--- src/rtl/ex_issue_buffer.sv ---
// Issue-to-execute staging buffer: per-lane 2-entry skid FIFO with
// ready/valid toward issue, FU stall, and ROB-id based selective squash.

package ex_issue_buffer_pkg;
   localparam int unsigned PRF_WIDTH = 7;
   localparam int unsigned ROB_WIDTH = 4;

   typedef struct packed {
      logic [3:0] alu_op;
      logic       use_imm;
      logic       is_branch;
   } control_type;
endpackage

module ex_issue_buffer
   import ex_issue_buffer_pkg::*;
#(
   parameter int unsigned NUM_SLOTS = 3,
   parameter int unsigned XLEN      = 32,
   parameter int unsigned PRF_WIDTH = ex_issue_buffer_pkg::PRF_WIDTH,
   parameter int unsigned ROB_WIDTH = ex_issue_buffer_pkg::ROB_WIDTH
) (
   input  logic                               clk,
   input  logic                               reset_n,
   input  logic                               flush_valid,
   input  logic [ROB_WIDTH:0]                 flush_robid,
   input  logic [NUM_SLOTS-1:0]               in_valid,
   output logic [NUM_SLOTS-1:0]               in_ready,
   input  logic [NUM_SLOTS*XLEN-1:0]          in_pc,
   input  logic [NUM_SLOTS*XLEN-1:0]          in_rs1,
   input  logic [NUM_SLOTS*XLEN-1:0]          in_rs2,
   input  logic [NUM_SLOTS*PRF_WIDTH-1:0]     in_T,
   input  logic [NUM_SLOTS*(ROB_WIDTH+1)-1:0] in_robid,
   input  control_type                        in_control [NUM_SLOTS],
   input  logic [NUM_SLOTS-1:0]               fu_stall,
   output logic [NUM_SLOTS-1:0]               out_valid,
   output logic [NUM_SLOTS*XLEN-1:0]          out_pc,
   output logic [NUM_SLOTS*XLEN-1:0]          out_rs1,
   output logic [NUM_SLOTS*XLEN-1:0]          out_rs2,
   output logic [NUM_SLOTS*PRF_WIDTH-1:0]     out_T,
   output logic [NUM_SLOTS*(ROB_WIDTH+1)-1:0] out_robid,
   output control_type                        out_control [NUM_SLOTS],
   output logic [NUM_SLOTS*2-1:0]             occupancy
);

   localparam int unsigned RW  = ROB_WIDTH + 1;
   localparam int unsigned CW  = $bits(control_type);
   localparam int unsigned TO  = CW + RW;
   localparam int unsigned S2O = TO + PRF_WIDTH;
   localparam int unsigned S1O = S2O + XLEN;
   localparam int unsigned PCO = S1O + XLEN;
   localparam int unsigned PW  = PCO + XLEN;

   // Younger-than-flush test; equal ids are the flusher itself and survive.
   function automatic logic young(input logic [RW-1:0] r, input logic [RW-1:0] f);
      return r[ROB_WIDTH] ^ f[ROB_WIDTH] ^ (r[ROB_WIDTH-1:0] > f[ROB_WIDTH-1:0]);
   endfunction

   for (genvar i = 0; i < NUM_SLOTS; i++) begin : g_lane
      logic          v0_q, v1_q, v0_d, v1_d;
      logic [PW-1:0] e0_q, e1_q, e0_d, e1_d;
      logic [PW-1:0] in_pay;
      logic          enq, deq, keep0, keep1;

      assign in_pay = {in_pc[i*XLEN +: XLEN], in_rs1[i*XLEN +: XLEN],
                       in_rs2[i*XLEN +: XLEN], in_T[i*PRF_WIDTH +: PRF_WIDTH],
                       in_robid[i*RW +: RW], in_control[i]};

      assign in_ready[i] = ~(v0_q & v1_q);
      assign enq   = in_valid[i] & ~(v0_q & v1_q) & ~flush_valid;
      assign deq   = v0_q & ~flush_valid & ~fu_stall[i];
      assign keep0 = v0_q & ~young(e0_q[CW +: RW], flush_robid);
      assign keep1 = v1_q & ~young(e1_q[CW +: RW], flush_robid);

      // Next state: squash+compact on flush, else shift on dequeue then fill first free slot.
      always_comb begin
         v0_d = v0_q;
         v1_d = v1_q;
         e0_d = e0_q;
         e1_d = e1_q;
         if (flush_valid) begin
            if (!keep0 && keep1) begin
               v0_d = 1'b1;
               e0_d = e1_q;
               v1_d = 1'b0;
            end else begin
               v0_d = keep0;
               v1_d = keep1;
            end
         end else begin
            if (deq) begin
               v0_d = v1_q;
               e0_d = e1_q;
               v1_d = 1'b0;
            end
            if (enq) begin
               if (!v0_d) begin
                  v0_d = 1'b1;
                  e0_d = in_pay;
               end else begin
                  v1_d = 1'b1;
                  e1_d = in_pay;
               end
            end
         end
      end

      always_ff @(posedge clk) begin
         if (!reset_n) begin
            v0_q <= 1'b0;
            v1_q <= 1'b0;
         end else begin
            v0_q <= v0_d;
            v1_q <= v1_d;
         end
      end

      // Payload is not reset; only the valid bits qualify it.
      always_ff @(posedge clk) begin
         e0_q <= e0_d;
         e1_q <= e1_d;
      end

      assign out_valid[i]                   = v0_q & ~flush_valid;
      assign out_pc[i*XLEN +: XLEN]         = e0_q[PCO +: XLEN];
      assign out_rs1[i*XLEN +: XLEN]        = e0_q[S1O +: XLEN];
      assign out_rs2[i*XLEN +: XLEN]        = e0_q[S2O +: XLEN];
      assign out_T[i*PRF_WIDTH +: PRF_WIDTH] = e0_q[TO +: PRF_WIDTH];
      assign out_robid[i*RW +: RW]          = e0_q[CW +: RW];
      assign out_control[i]                 = control_type'(e0_q[CW-1:0]);
      assign occupancy[i*2 +: 2]            = 2'(v0_q) + 2'(v1_q);
   end

endmodule

--- config.mk ---
export PLATFORM = sky130hd
export DESIGN_NAME = ex_issue_buffer
export DESIGN_NICKNAME = d
export VERILOG_FILES = /design/src/rtl/ex_issue_buffer.sv
export SDC_FILE = /design/constraint.sdc
export NUM_CORES = 1
export LEC_CHECK = 0
export ABC_AREA = 0
export BUFFER_PORTS_ARGS = -buffer_cell sky130_fd_sc_hd__buf_2
export CORE_AREA = 10 10 265 267
export CTS_CLUSTER_DIAMETER = 80
export DETAILED_ROUTE_END_ITERATION = 8
export DIE_AREA = 0 0 275 277
export PLACE_DENSITY = 0.71
export SYNTH_ARGS = -nofsm -noshare
export SYNTH_HDL_FRONTEND = slang
export SYNTH_SLANG_ARGS = --single-unit
--- constraint.sdc ---
create_clock -name clk -period 12.2 [get_ports clk]
set_input_delay 1.22 -clock clk [delete_from_list [all_inputs] [get_ports clk]]
set_output_delay 1.22 -clock clk [all_outputs]
set_load 0.02 [all_outputs]
* Word level (Yosys, flattened, before mapping)
Index checks and enable logic that the tools add are counted.
** Operators by class
- $add $sub $neg :: 3
- $lt $le $gt $ge :: 6
- Equality and inequality tests :: 3
- Multiplexer cells :: 45
- Bitwise operators :: 46
- Reductions and logical operators :: 9
** Operator list (number)
- $mux W114 :: 15
- $mux W1 :: 30
- $gt A4 B4 Y1 :: 6
- $and A1 B1 Y1 :: 21
- $not A1 Y1 :: 13
- $xor A1 B1 Y1 :: 12
- $reduce_and A3 Y1 :: 3
- $add A1 B1 Y2 :: 3
- $ne A2 B1 Y1 const B :: 3
- $logic_and A1 B1 Y1 :: 3
- $logic_not A1 Y1 :: 3
** Storage, ports and cells
- Bits in registers :: 690
- Bits of input ports :: 356
- Output and inout port bits :: 354
- Word-level logic and storage cells :: 124

* Longest topological paths before layout
- Depth in word-level cells :: 8
- Gate-level depth with buffers :: 8
- Depth with buffers taken out :: 7

* Worst setup path before layout
Ideal clock, no wire load.
- Kind :: input to register
- Start :: input port flush_valid
- End :: register g_lane[0].e1_q[0] (enable)
- Arrival time :: 9821 ps
- Data required time :: 11450 ps
- Slack :: 1630 ps
- Cell stages on the path :: 3
- Path through :: buf_2 -> nand2b_1 -> nor3b_1
** On the way
- Cells in the longest elaborated chain, start to end :: 6
- Elaborated cells between the ends (all ways) :: 7
** RTL lines
- start: declaration :: line 25 : input logic flush_valid,
- $not A1 Y1 (no source line) (*)
- $and A1 B1 Y1 (2 in series) :: line 71 : assign deq = v0_q & ~flush_valid & ~fu_stall[i];
- $mux W1 :: line 91 : if (deq) begin
- $mux W1 :: line 81 : if (flush_valid) begin
- $reduce_and A3 Y1 (no source line) (*)
- end signal: assignment :: line 121 : e1_q <= e1_d;
- end: declaration :: line 61 : logic [PW-1:0] e0_q, e1_q, e0_d, e1_d;
Mark *: on every way between the ends. The rest lies on a longest branch, timed or not. The select of a mux whose other input is x is not followed.
A chain may end at the register's enable or synchronous reset.

* Worst setup path in the final report
- Start :: input port flush_robid[1]
- End :: register g_lane[2].e0_q[37] (enable)
** On the way
- Cells in the longest elaborated chain, start to end :: 7
- Elaborated cells between the ends (all ways) :: 11
** RTL lines
- start: declaration :: line 26 : input logic [ROB_WIDTH:0] flush_robid,
- $gt A4 B4 Y1 :: line 56 : return r[ROB_WIDTH] ^ f[ROB_WIDTH] ^ (r[ROB_WIDTH-1:0] > f[ROB_WIDTH-1:0]);
- $xor A1 B1 Y1 :: line 56
- $not A1 Y1 :: line 72 : assign keep0 = v0_q & ~young(e0_q[CW +: RW], flush_robid);
- $and A1 B1 Y1 :: line 72
- $logic_not A1 Y1 :: line 82 : if (!keep0 && keep1) begin
- $logic_and A1 B1 Y1 (*) :: line 82
- $ne A2 B1 Y1 (no source line) (*)
- end signal: assignment :: line 120 : e0_q <= e0_d;
- end: declaration :: line 61
Mark *: on every way between the ends. The rest lies on a longest branch, timed or not.

==> key figures <==
Hold path
  • Hold Crit Depth: 1
  • Class of the worst hold path: reg2reg
  • Min-delay src: g_lane[2].e1_q[76]$_DFFE_PP_
  • Hold EP: g_lane[2].e0_q[76]$_DFFE_PP_

Drt
  • Drt wl/cell: between 20 and 25 um
  • Vias per cell: 5.66
  • Drt pass-1 iters: 6
  • Routed via count: roughly 20000
  • Total Wirelength: 86600 um
  • Initial drt markers: 2201
  • Drt drc: 0
  • Number of antenna-violating nets in the routed design: 0

Layout
  • Most common cell after layout, fill and taps aside: buf_2
  • Fillers: 5376
  • Most frequent cells in the layout: buf_2, edfxtp_1, and3_1, a221o_1, nand2_1
  • Area delta synth->final: 23.9%
  • Fraction of layout cells with a size suffix above 1: 33.7%
  • Fin nets: slightly below 3000
  • FF/Latch Area: 20700 sq um
  • Multi-input logic area: between 7000 and 8000 sq um

Worst setup path
  • CP Launch Type: input port
  • Worst r2r dst: g_lane[0].e0_q[67]$_DFFE_PP_
  • CP Class: in2reg
  • R2R cell count: 6
  • Worst Setup SP: flush_robid[1]
  • CP required: 12.42 ns
  • CP arrival: 4.26 ns
  • Cell Chain, Critical Path: buf_2 -> inv_1 -> ha_1 -> nor2b_1 -> o211a_1 -> o21ai_0 -> or2_2 -> a31o_4 -> buf_4
  • Buffers and inverters on the worst path: 3
  • Largest delay contributor family on the critical path: buffers and inverters
  • CP endpoint kind: flip-flop
  • CP max FO: 64
  • Reg-to-Reg Start: g_lane[0].v0_q$_SDFF_PN0_
  • Worst reg2reg setup slack: around 8.6 ns
  • Max incr delay on CP: 0.82 ns
  • CP max-delay cell: buf_4
  • Levels on crit path: 9

Pwr
  • Reg power frac: 49.3%
  • Pint: approximately 0.0043 W
  • Pwr/cell area: 162 nW/um^2
  • LEAKAGE: 14.1 nW
  • Sw frac: 25.2%
  • Clock Power Share: 39.3%
  • Peak VDD IR: around 110 uV
  • Comb power frac: 11.4%
  • Net Switching: between 0.001 and 0.0015 W

Global routing
  • Pin count of the biggest net entering global routing: 112
  • Global Route Usage Sum: 21.7%
  • First-pass GRT wire length: 127000 um
  • Initial antenna violation count: 36
  • Number of global-route vias before repair: 19808
  • Grt ovf: 0

Die
  • DIE AREA: around 76000 sq um
  • Die W: 275 um
  • Starting Density: 43.7%
  • Io pins: 710
  • Die H: ~280 um
  • Row cnt: 94
  • Core area: 65200 sq um

Timing
  • RSZ-0062 raised after global routing: false
  • Max_slew headroom: 16.8%
  • Final WS setup: 8.16 ns
  • Final Cycle Share: 33.1%
  • Post-route setup TNS: 0 ns
  • Final Hold Fails: 0
  • Max frequency: 248 MHz
  • Setup violations, final: 0
  • Slew at the pin with the worst max-slew slack: 1.24 ns
  • Skew final: 0.0244 ns
  • Minimum clock period: 4.04 ns
  • Max Slew Vio Count: 0

Logic synthesis
  • Syn_nets: between 2000 and 2500
  • Synth area leader: edfxtp_1
  • Yosys top cell area share: about 72%
  • Largest cells by area after synthesis: edfxtp_1, a221o_1, mux2i_1
  • Synthesized cell area: between 20000 and 30000 sq um
  • Main synth FF type: edfxtp_1
  • #FFs+latches synth: 690
  • Avg Inst Size Synth: between 15 and 20 sq um
  • Cell variety after synth: 37
  • Synth warnings: 0
  • Synthesized instance count: 1849
  • Register area share after synthesis: about 73%
  • Post-synthesis async set-or-reset flop share: 0%
  • Post-synth EDFFs: 684

CTS
  • Clk_lat worst skew: 0.62 ns
  • CTS tree: done
  • Post-CTS Resized: 0
  • TritonCTS Buffers: 76
  • Clock-pin transition on the worst setup and hold timing paths: 0.06 ns
  • # hold bufs at CTS: 0
  • Setup Fix Bufs, Post-CTS: 0
  • Clock Path Buffers: 3
  • Root Buffer: clkbuf_16
  • Clock sink count: 690
  • H-tree Lvls: 3

Outcome
  • Status: complete, no violations

Place
  • GPL Wtd Cong: between 0.8 and 0.9
  • Hpwl dp: 59900 um
  • Port Buffer Count: 709
  • Pre-CTS WS: between 7 and 8 ns

Job
  • Maxcap violations: 0
[Yosys cell counts (9+ instances only)]
| library cell | count |
|---|---|
| nor2_1 | 18 |
| and3_1 | 181 |
| edfxtp_1 | 684 |
| ha_1 | 27 |
| or2_2 | 9 |
| a21oi_1 | 12 |
| inv_1 | 18 |
| nand2b_1 | 9 |
| a221o_1 | 181 |
| mux2i_1 | 158 |
| nand2_1 | 177 |
| o21ai_0 | 164 |
| buf_2 | 68 |
| clkbuf_1 | 61 |
[final cells by class]
| cell class | instances | area share [%] |
|---|---|---|
| Antenna cell | 29 | 0.206 |
| Clock buffer | 89 | 5.65 |
| Clock inverter | 42 | 1.26 |
| Inverter | 19 | 0.202 |
| Multi-Input combinational cell | 1008 | 20.5 |
| Sequential cell | 690 | 58.6 |
| Tap cell | 864 | 3.07 |
| Timing Repair Buffer | 733 | 10.6 |
[worst max path at each step]
stage,slack [ns],to
after floorplan,1.63,g_lane[0].e1_q[0]$_DFFE_PP_
after global placement,7.56,g_lane[2].e0_q[104]$_DFFE_PP_
after detailed placement,7.52,g_lane[2].e0_q[43]$_DFFE_PP_
after CTS,8.17,g_lane[2].e0_q[19]$_DFFE_PP_
after global routing,7.99,g_lane[2].e0_q[11]$_DFFE_PP_
final,8.16,g_lane[2].e0_q[37]$_DFFE_PP_
[worst reg2reg max path, cell delays in order, from the launching register on]
cell and delay [ns]:
dfxtp_1 0.43, ha_1 0.30, nand2b_1 0.25, a211oi_4 0.55, buf_4 0.59, buf_4 0.83
o21ai_0 0.34
[cell families (layout without fill, tap and decap cells)]
group,count (synthesis),in the layout,synth area share [%]
compound gates,390,390,10.4
xor+xnor,6,6,0.185
fa+ha+maj,27,27,1.19
buf+inv,151,883,2.33
flops,690,690,72.6
mux,161,161,5.68
other cells,0,29,0
simple gates,424,424,7.61
[stage by stage]
step | instance area [sq um] | hold slack [ns] | instances | total power, W | utilization, %
CTS | 35200 | 0.532 | 3445 | 0.00577 | 54.0
finish | 35300 | 0.534 | 3474 | 0.00572 | 54.1
floorplan | 28500 | 0.525 | 1849 | 0.00324 | -
global route | 35200 | 0.543 | 3467 | 0.00593 | 54.1
detailed placement | 32800 | 0.532 | 3314 | 0.00352 | 50.3
global placement | 32800 | 0.527 | 3314 | 0.00349 | 50.3
[state kept, by name (all words and copies together) (netlist names)]
register / count
g_lane.e0_q: 342
g_lane.e1_q: 342
g_lane.v0_q: 3
g_lane.v1_q: 3
[power by group through the flow]
| stage | Clock [W] | Sequential (W) | Combinational, W |
|---|---|---|---|
| floorplan | 0 | 0.00298 | 0.000261 |
| global placement | 0 | 0.00286 | 0.000634 |
| detailed placement | 0 | 0.00286 | 0.000654 |
| CTS | 0.00229 | 0.00282 | 0.000656 |
| global route | 0.00240 | 0.00283 | 0.000701 |
| finish | 0.00225 | 0.00282 | 0.000652 |
[metal layers]
layer	track usage, %	share of wire, %
met4	10.9	4.1
met3	7.43	10
met1	26.2	38
met2	34.0	48
met5	0	0.11
No activity file was read; power rests on OpenSTA's default activity.
